==> src/rtl/mario_motion.sv <==
// Per-frame player motion controller: velocity/position update for the Mario sprite,
// driven by a synchronized frame pulse and the collision stage's flags and coordinates.
module mario_motion #(
  parameter int X_START     = 32,
  parameter int Y_START     = 400,
  parameter int MAX_RUN_V   = 4,
  parameter int JUMP_V      = 8,
  parameter int JUMP_FRAMES = 12,
  parameter int MAX_FALL_V  = 8,
  parameter int SCROLL_X    = 320,
  parameter int Y_FLOOR     = 463
) (
  input  logic        Clk,
  input  logic        Reset_n,
  input  logic        frame_clk,
  input  logic        key_left,
  input  logic        key_right,
  input  logic        key_jump,
  input  logic        rightFlag,
  input  logic        leftFlag,
  input  logic        upFlag,
  input  logic        downFlag,
  input  logic [9:0]  collision_right,
  input  logic [9:0]  collision_left,
  input  logic [9:0]  collision_up,
  input  logic [9:0]  collision_down,
  output logic [9:0]  X_Pos,
  output logic [9:0]  Y_Pos,
  output logic [5:0]  Right_V,
  output logic [5:0]  Left_V,
  output logic [5:0]  Up_V,
  output logic [5:0]  Down_V,
  output logic [20:0] logicalX,
  output logic        on_ground
);

  typedef enum logic [1:0] {GROUND = 2'd0, RISE = 2'd1, FALL = 2'd2} state_t;

  localparam logic [9:0]  L_X0       = 10'(X_START);
  localparam logic [9:0]  L_Y0       = 10'(Y_START);
  localparam logic [5:0]  L_RUN_MAX  = 6'(MAX_RUN_V);
  localparam logic [5:0]  L_JUMP_V   = 6'(JUMP_V);
  localparam logic [3:0]  L_JUMP_CNT = 4'(JUMP_FRAMES);
  localparam logic [5:0]  L_FALL_MAX = 6'(MAX_FALL_V);
  localparam logic [10:0] L_SCROLL   = 11'(SCROLL_X);
  localparam logic [10:0] L_FLOOR    = 11'(Y_FLOOR);

  function automatic logic [9:0] sub_clamp(input logic [9:0] a, input logic [9:0] b);
    return (a < b) ? 10'd0 : a - b;
  endfunction

  function automatic logic [9:0] inc_clamp(input logic [9:0] a);
    return (a == 10'h3FF) ? a : a + 10'd1;
  endfunction

  function automatic logic [5:0] inc_sat(input logic [5:0] v, input logic [5:0] cap);
    return (v >= cap) ? cap : v + 6'd1;
  endfunction

  function automatic logic [5:0] dec_floor(input logic [5:0] v);
    return (v == 6'd0) ? 6'd0 : v - 6'd1;
  endfunction

  function automatic logic [20:0] add_sat21(input logic [20:0] a, input logic [10:0] b);
    logic [21:0] s;
    s = {1'b0, a} + {11'd0, b};
    return s[21] ? 21'h1FFFFF : s[20:0];
  endfunction

  // Frame pulse: 2-FF synchronizer, edge detect, and a guard so a frame_clk that is
  // already high when reset releases is not mistaken for a fresh rising edge.
  logic r_fs1, r_fs2, r_fs3, r_sync_live, r_sync_arm, r_upd;

  always_ff @(posedge Clk or negedge Reset_n) begin
    if (!Reset_n) begin
      r_fs1       <= 1'b0;
      r_fs2       <= 1'b0;
      r_fs3       <= 1'b0;
      r_sync_live <= 1'b0;
      r_sync_arm  <= 1'b0;
      r_upd       <= 1'b0;
    end else begin
      r_fs1       <= frame_clk;
      r_fs2       <= r_fs1;
      r_fs3       <= r_fs2;
      r_sync_live <= 1'b1;
      r_sync_arm  <= r_sync_arm | (r_sync_live & ~r_fs1);
      r_upd       <= r_fs2 & ~r_fs3 & r_sync_arm;
    end
  end

  logic [9:0]  r_x, r_y;
  logic [5:0]  r_rv, r_lv, r_up, r_dn;
  logic [20:0] r_lx;
  state_t      r_st;
  logic [3:0]  r_cnt;
  logic        r_arm, r_og;

  logic [9:0]  w_x_n, w_y_n;
  logic [5:0]  w_rv_n, w_lv_n, w_up_n, w_dn_n;
  logic [5:0]  w_rv_k, w_lv_k, w_dn_k;
  logic [20:0] w_lx_n;
  state_t      w_st_n;
  logic [3:0]  w_cnt_n;
  logic        w_arm_n;
  logic [10:0] w_xsum, w_ysum;

  always_comb begin
    w_rv_k = r_rv;
    w_lv_k = r_lv;
    if (key_right && !key_left) begin
      if (r_lv != 6'd0) w_lv_k = r_lv - 6'd1;
      else              w_rv_k = inc_sat(r_rv, L_RUN_MAX);
    end else if (key_left && !key_right) begin
      if (r_rv != 6'd0) w_rv_k = r_rv - 6'd1;
      else              w_lv_k = inc_sat(r_lv, L_RUN_MAX);
    end else begin
      w_rv_k = dec_floor(r_rv);
      w_lv_k = dec_floor(r_lv);
    end

    w_xsum = {1'b0, r_x} + {5'd0, w_rv_k};
    w_rv_n = w_rv_k;
    w_lv_n = w_lv_k;
    w_x_n  = r_x;
    w_lx_n = r_lx;
    if (rightFlag && leftFlag) begin
      w_rv_n = 6'd0;
      w_lv_n = 6'd0;
    end else if (rightFlag) begin
      w_rv_n = 6'd0;
      w_x_n  = sub_clamp(collision_right, 10'd16);
    end else if (leftFlag) begin
      w_lv_n = 6'd0;
      w_x_n  = inc_clamp(collision_left);
    end else if (w_rv_k != 6'd0) begin
      // Past the scroll line the sprite parks and the world moves instead.
      if (w_xsum > L_SCROLL) begin
        w_x_n  = L_SCROLL[9:0];
        w_lx_n = add_sat21(r_lx, w_xsum - L_SCROLL);
      end else begin
        w_x_n  = w_xsum[9:0];
      end
    end else if (w_lv_k != 6'd0) begin
      w_x_n = sub_clamp(r_x, {4'd0, w_lv_k});
    end
  end

  always_comb begin
    w_st_n  = r_st;
    w_up_n  = r_up;
    w_dn_n  = r_dn;
    w_y_n   = r_y;
    w_cnt_n = r_cnt;
    w_arm_n = r_arm;
    w_dn_k  = inc_sat(r_dn, L_FALL_MAX);
    w_ysum  = {1'b0, r_y} + {5'd0, w_dn_k};
    case (r_st)
      GROUND: begin
        w_up_n = 6'd0;
        w_dn_n = 6'd0;
        if (!key_jump) w_arm_n = 1'b1;
        if (key_jump && r_arm) begin
          w_st_n  = RISE;
          w_up_n  = L_JUMP_V;
          w_cnt_n = L_JUMP_CNT;
          w_arm_n = 1'b0;
        end else if (!downFlag) begin
          w_st_n = FALL;
          w_dn_n = 6'd1;
        end
      end
      RISE: begin
        w_y_n   = sub_clamp(r_y, {4'd0, r_up});
        w_cnt_n = r_cnt - 4'd1;
        if (!key_jump) w_up_n = dec_floor(r_up);
        if (upFlag) begin
          w_y_n  = inc_clamp(collision_up);
          w_up_n = 6'd0;
          w_dn_n = 6'd1;
          w_st_n = FALL;
        end else if (w_cnt_n == 4'd0 || w_up_n == 6'd0) begin
          w_up_n = 6'd0;
          w_dn_n = 6'd1;
          w_st_n = FALL;
        end
      end
      FALL: begin
        // A collision snap takes priority over the floor clamp on the same frame.
        if (downFlag) begin
          w_y_n  = sub_clamp(collision_down, 10'd16);
          w_dn_n = 6'd0;
          w_st_n = GROUND;
        end else if (w_ysum >= L_FLOOR) begin
          w_y_n  = L_FLOOR[9:0];
          w_dn_n = 6'd0;
          w_st_n = GROUND;
        end else begin
          w_y_n  = w_ysum[9:0];
          w_dn_n = w_dn_k;
        end
      end
      default: w_st_n = FALL;
    endcase
  end

  always_ff @(posedge Clk or negedge Reset_n) begin
    if (!Reset_n) begin
      r_x   <= L_X0;
      r_y   <= L_Y0;
      r_rv  <= 6'd0;
      r_lv  <= 6'd0;
      r_up  <= 6'd0;
      r_dn  <= 6'd0;
      r_lx  <= 21'd0;
      r_st  <= FALL;
      r_cnt <= 4'd0;
      r_arm <= 1'b0;
      r_og  <= 1'b0;
    end else if (r_upd) begin
      r_x   <= w_x_n;
      r_y   <= w_y_n;
      r_rv  <= w_rv_n;
      r_lv  <= w_lv_n;
      r_up  <= w_up_n;
      r_dn  <= w_dn_n;
      r_lx  <= w_lx_n;
      r_st  <= w_st_n;
      r_cnt <= w_cnt_n;
      r_arm <= w_arm_n;
      r_og  <= (w_st_n == GROUND);
    end
  end

  assign X_Pos     = r_x;
  assign Y_Pos     = r_y;
  assign Right_V   = r_rv;
  assign Left_V    = r_lv;
  assign Up_V      = r_up;
  assign Down_V    = r_dn;
  assign logicalX  = r_lx;
  assign on_ground = r_og;

endmodule

==> config.mk <==
export PLATFORM = sky130hd
export DESIGN_NAME = mario_motion
export DESIGN_NICKNAME = d
export VERILOG_FILES = /design/src/rtl/mario_motion.sv
export SDC_FILE = /design/constraint.sdc
export NUM_CORES = 1
export LEC_CHECK = 0
export CORE_MARGIN = 2
export CORE_UTILIZATION = 50
export CTS_CLUSTER_DIAMETER = 80
export DETAILED_ROUTE_END_ITERATION = 8
export GPL_ROUTABILITY_DRIVEN = 1
export GPL_TIMING_DRIVEN = 0
export PLACE_DENSITY = 0.78
export SYNTH_ARGS = -nofsm -noshare
export SYNTH_HDL_FRONTEND = slang
export SYNTH_SLANG_ARGS = --single-unit
==> constraint.sdc <==
create_clock -name Clk -period 5.84 [get_ports Clk]
set_input_delay 1.168 -clock Clk [delete_from_list [all_inputs] [get_ports Clk]]
set_output_delay 1.168 -clock Clk [all_outputs]
set_load 0.02 [all_outputs]
### After elaboration in Yosys (flattened, before gate mapping)

Cells that the tools add are included.

| storage, ports and cells | value |
|---|---|
| logic and storage cells | 147 |
| output and inout bits | 66 |
| register bits after elaboration | 79 |
| bits of input ports | 50 |

| cells by class | value |
|---|---|
| reduce and logical (&&, ||, !) cells | 29 |
| eq/ne operators | 7 |
| $lt $le $gt $ge | 9 |
| bitwise logic cells | 9 |
| $add $sub $neg | 17 |
| muxes and demuxes | 59 |

Operator list:

| kind | number |
|---|---|
| $mux 6 | 27 |
| $mux 10 | 14 |
| $logic_not 6->1 | 4 |
| $reduce_bool 6->1 | 4 |
| $add 10x6->11 | 2 |
| $add 21x11->22 | 1 |
| $mux 21 | 1 |
| $add 10x1->10 const B | 2 |
| $eq 10x10->1 const B | 2 |
| $lt 10x5->1 const B | 2 |
| $lt 10x6->1 | 2 |
| $pmux 10 s2 | 1 |
| $sub 10x5->10 const B | 2 |
| $sub 10x6->10 | 2 |
| $add 6x1->6 const B | 3 |
| $pmux 6 s3 | 1 |
| $sub 6x1->6 const B | 3 |
| $ge 6x3->1 const B | 2 |
| $mux 2 | 6 |
| $pmux 6 s2 | 1 |
| $reduce_and 3->1 | 4 |
| $ge 11x9->1 const B | 1 |
| $gt 11x9->1 const B | 1 |
| $sub 11x9->11 const B | 1 |
| other kinds (24) | 41 |

### Longest topological paths before layout

| depth | value |
|---|---|
| word-level depth | 11 |
| mapped depth | 27 |
| gate-level depth less buffers | 25 |

### Worst setup path before layout

No wires, ideal clock.

| timing | value |
|---|---|
| kind | input-to-reg |
| start point | input port key_left |
| end point | register r_lx[12] (netlist: logicalX[12]) |
| stages | 22 |
| slack | -51 ps |
| data arrival time | 5752 ps |
| buffers on the path | 3 |
| setup time | 139 ps |
| data required time | 5701 ps |
| cell sequence | buf_2 nor2b_1 and3_1 a22oi_1 o21ai_0 ha_1 a211oi_1 o21ai_1 and2_1 o21ai_0 xor2_1 ha_1 xnor2_1 xnor2_1 ha_1 o21ai_0 o21ai_0 o41ai_2 or2_2 buf_1 clkbuf_1 a31oi_1 |

| on the way | value |
|---|---|
| word-level cells in the longest chain between the ends | 7 |
| elaborated cells between the ends (all ways) | 12 |
| those cells by class | add/sub (3); order compare (1); mux (3); reduce/logical (5) |

RTL lines:

| element | RTL line | RTL |
|---|---|---|
| start: declaration | 16 | `input logic key_left,` |
| $logic_and 1x1->1 or $logic_not 1->1 (tied branches) | 114, 111 |  |
| $mux 6 or $logic_and 1x1->1 (tied branches) | 114, 111 |  |
| $mux 6 * | 111 | `if (key_right && !key_left) begin` |
| $add 10x6->11 | 122 | `w_xsum = {1'b0, r_x} + {5'd0, w_rv_k};` |
| $sub 11x9->11 | 140 | `w_lx_n = add_sat21(r_lx, w_xsum - L_SCROLL);` |
| $add 21x11->22 | 66 | `s = {1'b0, a} + {11'd0, b};` |
| $mux 21 | 67 | `return s[21] ? 21'h1FFFFF : s[20:0];` |
| end signal: assignment | 227 | `r_lx <= w_lx_n;` |
| end: declaration | 94 | `logic [20:0] r_lx;` |

Every way passes the cells marked *; elsewhere a longest branch is shown, timed or not.
A chain may end at the register's enable or synchronous reset.

### Worst setup path in the final report

| timing | value |
|---|---|
| start point | input port key_right |
| end point | register r_lx[16] (netlist: logicalX[16]) |

| on the way | value |
|---|---|
| word-level cells in the longest chain between the ends | 8 |
| elaborated cells between the ends (all ways) | 12 |
| those cells by class | add/sub (3); order compare (1); mux (3); reduce/logical (5) |

RTL lines:

| element | RTL line | RTL |
|---|---|---|
| start: declaration | 17 | `input logic key_right,` |
| $logic_not 1->1 | 114 | `end else if (key_left && !key_right) begin` |
| $logic_and 1x1->1 | 114 |  |
| $mux 6 | 114 |  |
| $mux 6 * | 111 |  |
| $add 10x6->11 | 122 |  |
| $sub 11x9->11 | 140 |  |
| $add 21x11->22 | 66 |  |
| $mux 21 | 67 |  |

Marked as above.

==> metrics.cfg <==
[routing]
drt.antenna.violating_nets=0
dr.pass1.iters=5
drt_iter0_markers=690
totalWireLength_um=20600
vias=7541
viasPerCell=6.05
drc=0
avgRoutedWirePerCell_um=16.5

[logic_synthesis]
ys_ff_latch=79
synth_top_area_cell=dfrtp_1
synth.top_cell.area_share_pct=24.7
yosysWarnings=0
avgSynthCellArea_sq_um=8.10
ys.flop_type=dfrtp_1
postSynth.asyncResetShare_pct=100
seq_area_frac_synth_pct=26.4
yosysUniqueCellTypes=90
yosys-top-cells-area=dfrtp_1 25%, ha_1 9.8%, nor2_1 4.0%, nand2_1 4.0%, inv_1 3.3%
synth-edff-count=0
syn-cell-area_sq_mm=0.00751
ys_top_cells_by_count=81 x nor2_1, 80 x nand2_1, 74 x dfrtp_1
yosys.cell_count.top_type=nor2_1
syn_inst=927

[layout]
fillers=1298
diodes=0
nNetsFinal=1171
stdcell_area_sq_mm=0.00931
syn2layout_area_growth_pct=23.9
drive_gt1_share_pct=8.00
final_util_pct=63.8

[placement]
placed_area_sq_mm=0.00889
gp_congestion=0.928
io_buffers=112
dpl.hpwl_um=15500

[sta]
period_needed_ps=5500
tns_ps=0
final-setup-viol-count=0
max_slew_margin_pct=21.0
max_freq_mhz=182
rsz0062_at_grt=false
slew_violations=0
finalCritPeriodShare_pct=94.2
worstMarginPinSlew_ps=1170
finalClockSkew_ps=10.4
hold_violations=0

[setup_path]
critPathCaptureType=flop
worstPathRequired_ps=6110
worstSetupStartpointType=primary input
rr_worst_depth=23
crit_arrival_ps=5770
worstSetupPathType=primary input to flop
path_max_fanout=10

[outcome]
outcome=completed

[clock_tree]
cts_tree=done
cts_hold_buffers=0
path_clk_slew_ps=60
cts-htree-levels=3
clk-insertion-delay-late_ps=360
cts_sinks=79
cts_buffer_depth=2
numCtsBuffers=9
cts-root-buf=clkbuf_16

[job]
cap_violations=0

[grt]
grt_pass1_vias=6687
grt_usage_pct=25.3
grt_max_degree=50
grt_pass1_wl_um=33300
antenna_found_initial=0
grt_overflow_total=0

[floorplanning]
die_w_um=127
start_util_pct=51.5
die_h_um=127
rows=44
ios=116
dieArea_sq_mm=0.0160
core_area_sq_mm=0.0146

[hold_path]
worstHoldPathCells=0
hp-class=flop to flop

-- state kept, by name, indices dropped and copies added, names as in the netlist, 2 cells and up --
name / cells
r_cnt: 4
Down_V: 6
Left_V: 6
X_Pos: 10
r_st: 2
Y_Pos: 10
logicalX: 21
Up_V: 6
Right_V: 6
-- critical path: stages --
cell	delay [ps]
clkbuf_2	150
nor2b_1	150
clkbuf_2	190
or3_1	390
a211o_1	300
nand2_1	120
ha_1	330
and3_1	270
a221oi_4	320
xnor2_2	180
inv_1	90
ha_1	230
xnor2_1	150
xnor2_1	150
ha_1	370
nand3_1	110
o21ai_2	210
o41ai_4	90
or2_2	360
clkbuf_4	220
a31oi_1	210
-- cells in the final DEF, fill, tap and decap left out, types with 22 or more instances in the layout --
cell type,count
a21oi_1,49
nor2_1,81
a31oi_1,36
ha_1,57
inv_1,67
xnor2_1,25
o21ai_0,41
nor3_1,30
xor2_1,22
nand2_1,80
clkdlybuf4s50_1,110
dfrtp_1,74
clkbuf_1,26
-- worst paths after layout --
check,from,endpoint,slack (ps)
min,r_fs2,r_fs3,370
max reg2reg,Right_V[3],logicalX[16],360
max,key_right,logicalX[16],340
min in group asynchronous,Reset_n,X_Pos[6],750
min reg2reg,r_fs2,r_fs3,370
max in group asynchronous,Reset_n,Y_Pos[4],4430
-- what timing repair did --
action	in CTS	in global routing
gates resized for setup	11	10
gates cloned	0	0
pin swaps	3	2
endpoints found under the hold margin	0	0
buffers inserted	4	2
setup endpoints to repair	27	22
-- layer usage --
layer | up-vias | GRT usage, % | share of wire (%)
met2 | 260 | 37.9 | 44
met1 | 3537 | 36.9 | 47
met5 | - | 0 | 0
li1 | 3713 | - | -
met3 | 31 | 4.60 | 7.0
met4 | 0 | 8.14 | 1.7
-- through the flow --
| stage | hold slack (ps) | setup slack [ps] | cells |
|---|---|---|---|
| 2_1_floorplan | 347 | 2.43 | 928 |
| 3_3_place_gp | 356 | -1300 | 1224 |
| 3_5_place_dp | 363 | -1430 | 1225 |
| 4_1_cts | 378 | 21.3 | 1245 |
| 5_1_grt | 386 | 10.5 | 1246 |
| 6_report | 374 | 336 | 1246 |
-- layout make-up --
type | count | area (sq um) | area share [%]
Clock buffer | 9 | 225 | 2.42
Tap cell | 184 | 230 | 2.47
Timing Repair Buffer | 119 | 1190 | 12.7
Multi-Input combinational cell | 740 | 5150 | 55.4
Buffer | 41 | 198 | 2.12
Sequential cell | 79 | 1980 | 21.3
Clock inverter | 7 | 80.1 | 0.861
Inverter | 67 | 251 | 2.70
-- logic make-up after synthesis --
group | count (synthesis) | synth area share (%)
buf+inv | 109 | 5.97
other cells | 2 | 0.100
fa+ha+maj | 64 | 11.2
compound gates | 288 | 26.8
mux | 9 | 1.28
flops | 79 | 26.4
xor+xnor | 48 | 5.60
simple gates | 328 | 22.7
Power is not shown: default switching activity piles up to over one toggle a cycle in this logic, so the estimate is an artifact.
==> variant, RTL diff (config.mk and constraints unchanged) <==
Change the parameter `MAX_FALL_V` from 8 to 6.
--- a/src/rtl/mario_motion.sv
+++ b/src/rtl/mario_motion.sv
@@ -6,7 +6,7 @@
   parameter int MAX_RUN_V   = 4,
   parameter int JUMP_V      = 8,
   parameter int JUMP_FRAMES = 12,
-  parameter int MAX_FALL_V  = 8,
+  parameter int MAX_FALL_V  = 6,
   parameter int SCROLL_X    = 320,
   parameter int Y_FLOOR     = 463
 ) (
Formal check against the unedited RTL: no difference found for any inputs over 10 cycles, from zero or initial values and one cycle with Reset_n low; that may be too few to reach the edited logic, so the function may still have changed.
==> variant against the unedited design <==
Clock skew about the same; critical endpoint unchanged; design area rose by 1.7%; routed wire length rose by 6.5%; die area shrank 1.8%; area after synthesis fell by 1.9%; sequential cell count unchanged; non-clock buffer count increased by 8; via count up 1.4%; critical path depth rose by 3; first-iteration DRC count shrank 31%; worst setup slack got worse by 0.29 ns.
Power is left out: the tool's default activity adds up to more than one toggle a clock period on the data nets, which glitch-free logic cannot reach.
==> variant: results (changes against the unedited design) <==
* Yosys cell types at 79 (was 90)
* Worst-margin pin slew at 1.20 ns (was 1.17 ns)
* Register area share after synthesis at 26.9% (was 26.4%)
* Launching point of the worst reg2reg path: Right_V[2] (was Right_V[3])
* Number of global-route vias before repair at 7107 (was 6687)
* Routability cong. at 0.932 (was 0.928)
* DR WL met3 at 1510 um (was 1430 um)
* CP arrival at 6.03 ns (was 5.77 ns)
* Layout Skew at 0.0102 ns (was 0.0104 ns)
* Met2 WL at 10600 um (was 9060 um)
* Post-Place Setup Slack at -1.40 ns (was -1.43 ns)
* Met1 wire length at 9460 um (was 9720 um)
* Layout Nets at 1166 (was 1171)
* DRT Wirelength at 21900 um (was 20600 um)
* Largest net degree at the start of global routing at 43 (was 50)
* Hold Crit Start: r_fs2 (unchanged)
* Post-Place Cell Area at 8740 um^2 (was 8890 um^2)
* Worst r2r path cells at 24 (was 23)
* GRT Util Overall at 26.9% (was 25.3%)
* Worst-Skew Late Latency at about 0.35 ns
* Via density per instance at 6.16 (was 6.05)
* First-pass GRT wire length at 34800 um (was 33300 um)
* Fraction of layout cells with a size suffix above 1 at 12.3% (was 8.00%)
* CP max FO at 6 (was 10)
* Top cells by area, synth: dfrtp_1 (25%), ha_1 (10%), a21oi_1 (4.1%) (was dfrtp_1 (25%), ha_1 (9.8%), nor2_1 (4.0%))
* Max incr delay on CP at 0.54 ns (was 0.39 ns)
* Slowest CP cell: or4_4 (was or3_1)
* Fin Hold WS at 0.366 ns (was 0.374 ns)
* Reg2reg setup slack at 0.04 ns (was 0.36 ns)
* Top cells by count, synth: nand2_1 (78), dfrtp_1 (74), inv_1 (68), a21oi_1 (61), ha_1 (59) (was nor2_1 (81), nand2_1 (80), dfrtp_1 (74), inv_1 (67), ha_1 (59))
* Fillers at 1214 (was 1298)
* Status: completed (unchanged)
variant: cell count changes after synthesis, sizes merged, moves of 7 or more:
cell	delta
nand4	+12
and3	+8
a211oi	-8
o21a	-7
a31oi	-10
nor3	-8
mux2	+7
o21ai	+11
o22ai	+8
a21oi	+10
nor2	-27
variant: logic make-up after synthesis:
family                     synth area share (%)
buffers and inverters                      5.74
other                                     0.102
muxes                                      2.65
and+or+nand+nor                            20.5
DFF                                        26.9
xor gates and xnor gates                   5.71
adders and majority gates                  11.4
AOI/OAI and AO/OA                          27.0
variant: how the worst max path moves through the flow:
stage                   end  slack, ns  startpoint
2_1_floorplan  logicalX[10]       0.02  Right_V[4]
6_report       logicalX[16]       0.04  Right_V[2]
3_3_place_gp   logicalX[10]      -1.13    key_left
3_5_place_dp    logicalX[5]      -1.40    key_left
4_1_cts        logicalX[17]       0.01    key_left
5_1_grt        logicalX[17]      -0.13  Right_V[2]
variant: through the flow:
step                      setup TNS [ns]  std cells
after floorplan                        0        910
after global placement            -24.39       1205
after detailed placement          -29.67       1206
after CTS                              0       1223
after global routing               -1.77       1241
final                                  0       1241
variant: per-layer routing:
metal | up-vias | GRT usage, %
met3 | 34 | 4.96
met2 | 309 | 44.2
met4 | 0 | 8.56
li1 | 3667 | -
met1 | 3638 | 36.0
met5 | - | 0
variant: worst register-to-register path, cell delays in order (launching register included):
cell,delay [ns]
dfrtp_2,0.45
or4_4,0.54
buf_6,0.15
nor2_4,0.14
inv_2,0.07
ha_4,0.25
mux2i_1,0.06
o22ai_1,0.22
a21oi_2,0.10
ha_2,0.25
fa_2,0.37
a21o_1,0.20
a221o_1,0.39
nor2_2,0.17
xor2_2,0.25
ha_4,0.21
xnor2_2,0.08
xnor2_1,0.23
ha_1,0.33
nand2_1,0.14
nand2_2,0.09
a2111oi_4,0.44
or3b_4,0.26
nand2_1,0.06
mux2_4,0.25
variant: layout make-up:
| type | count | area, um^2 | share of cell area (%) |
|---|---|---|---|
| clock inverters | 6 | 37.5 | 0.397 |
| flip-flops and latches | 79 | 1990 | 21.0 |
| multi-input cells | 724 | 5240 | 55.4 |
| plain buffers | 36 | 189 | 2.00 |
| clock buffers | 10 | 229 | 2.42 |
| inverters | 70 | 263 | 2.78 |
| well taps | 184 | 230 | 2.43 |
| repair buffers | 132 | 1290 | 13.6 |
variant: repair_timing:
item,CTS,global route
pin swaps,1,28
endpoints found under the setup margin,28,28
resized for setup,28,56
hold endpoints to repair,0,0
setup buffers,2,18
hold buffers,0,0
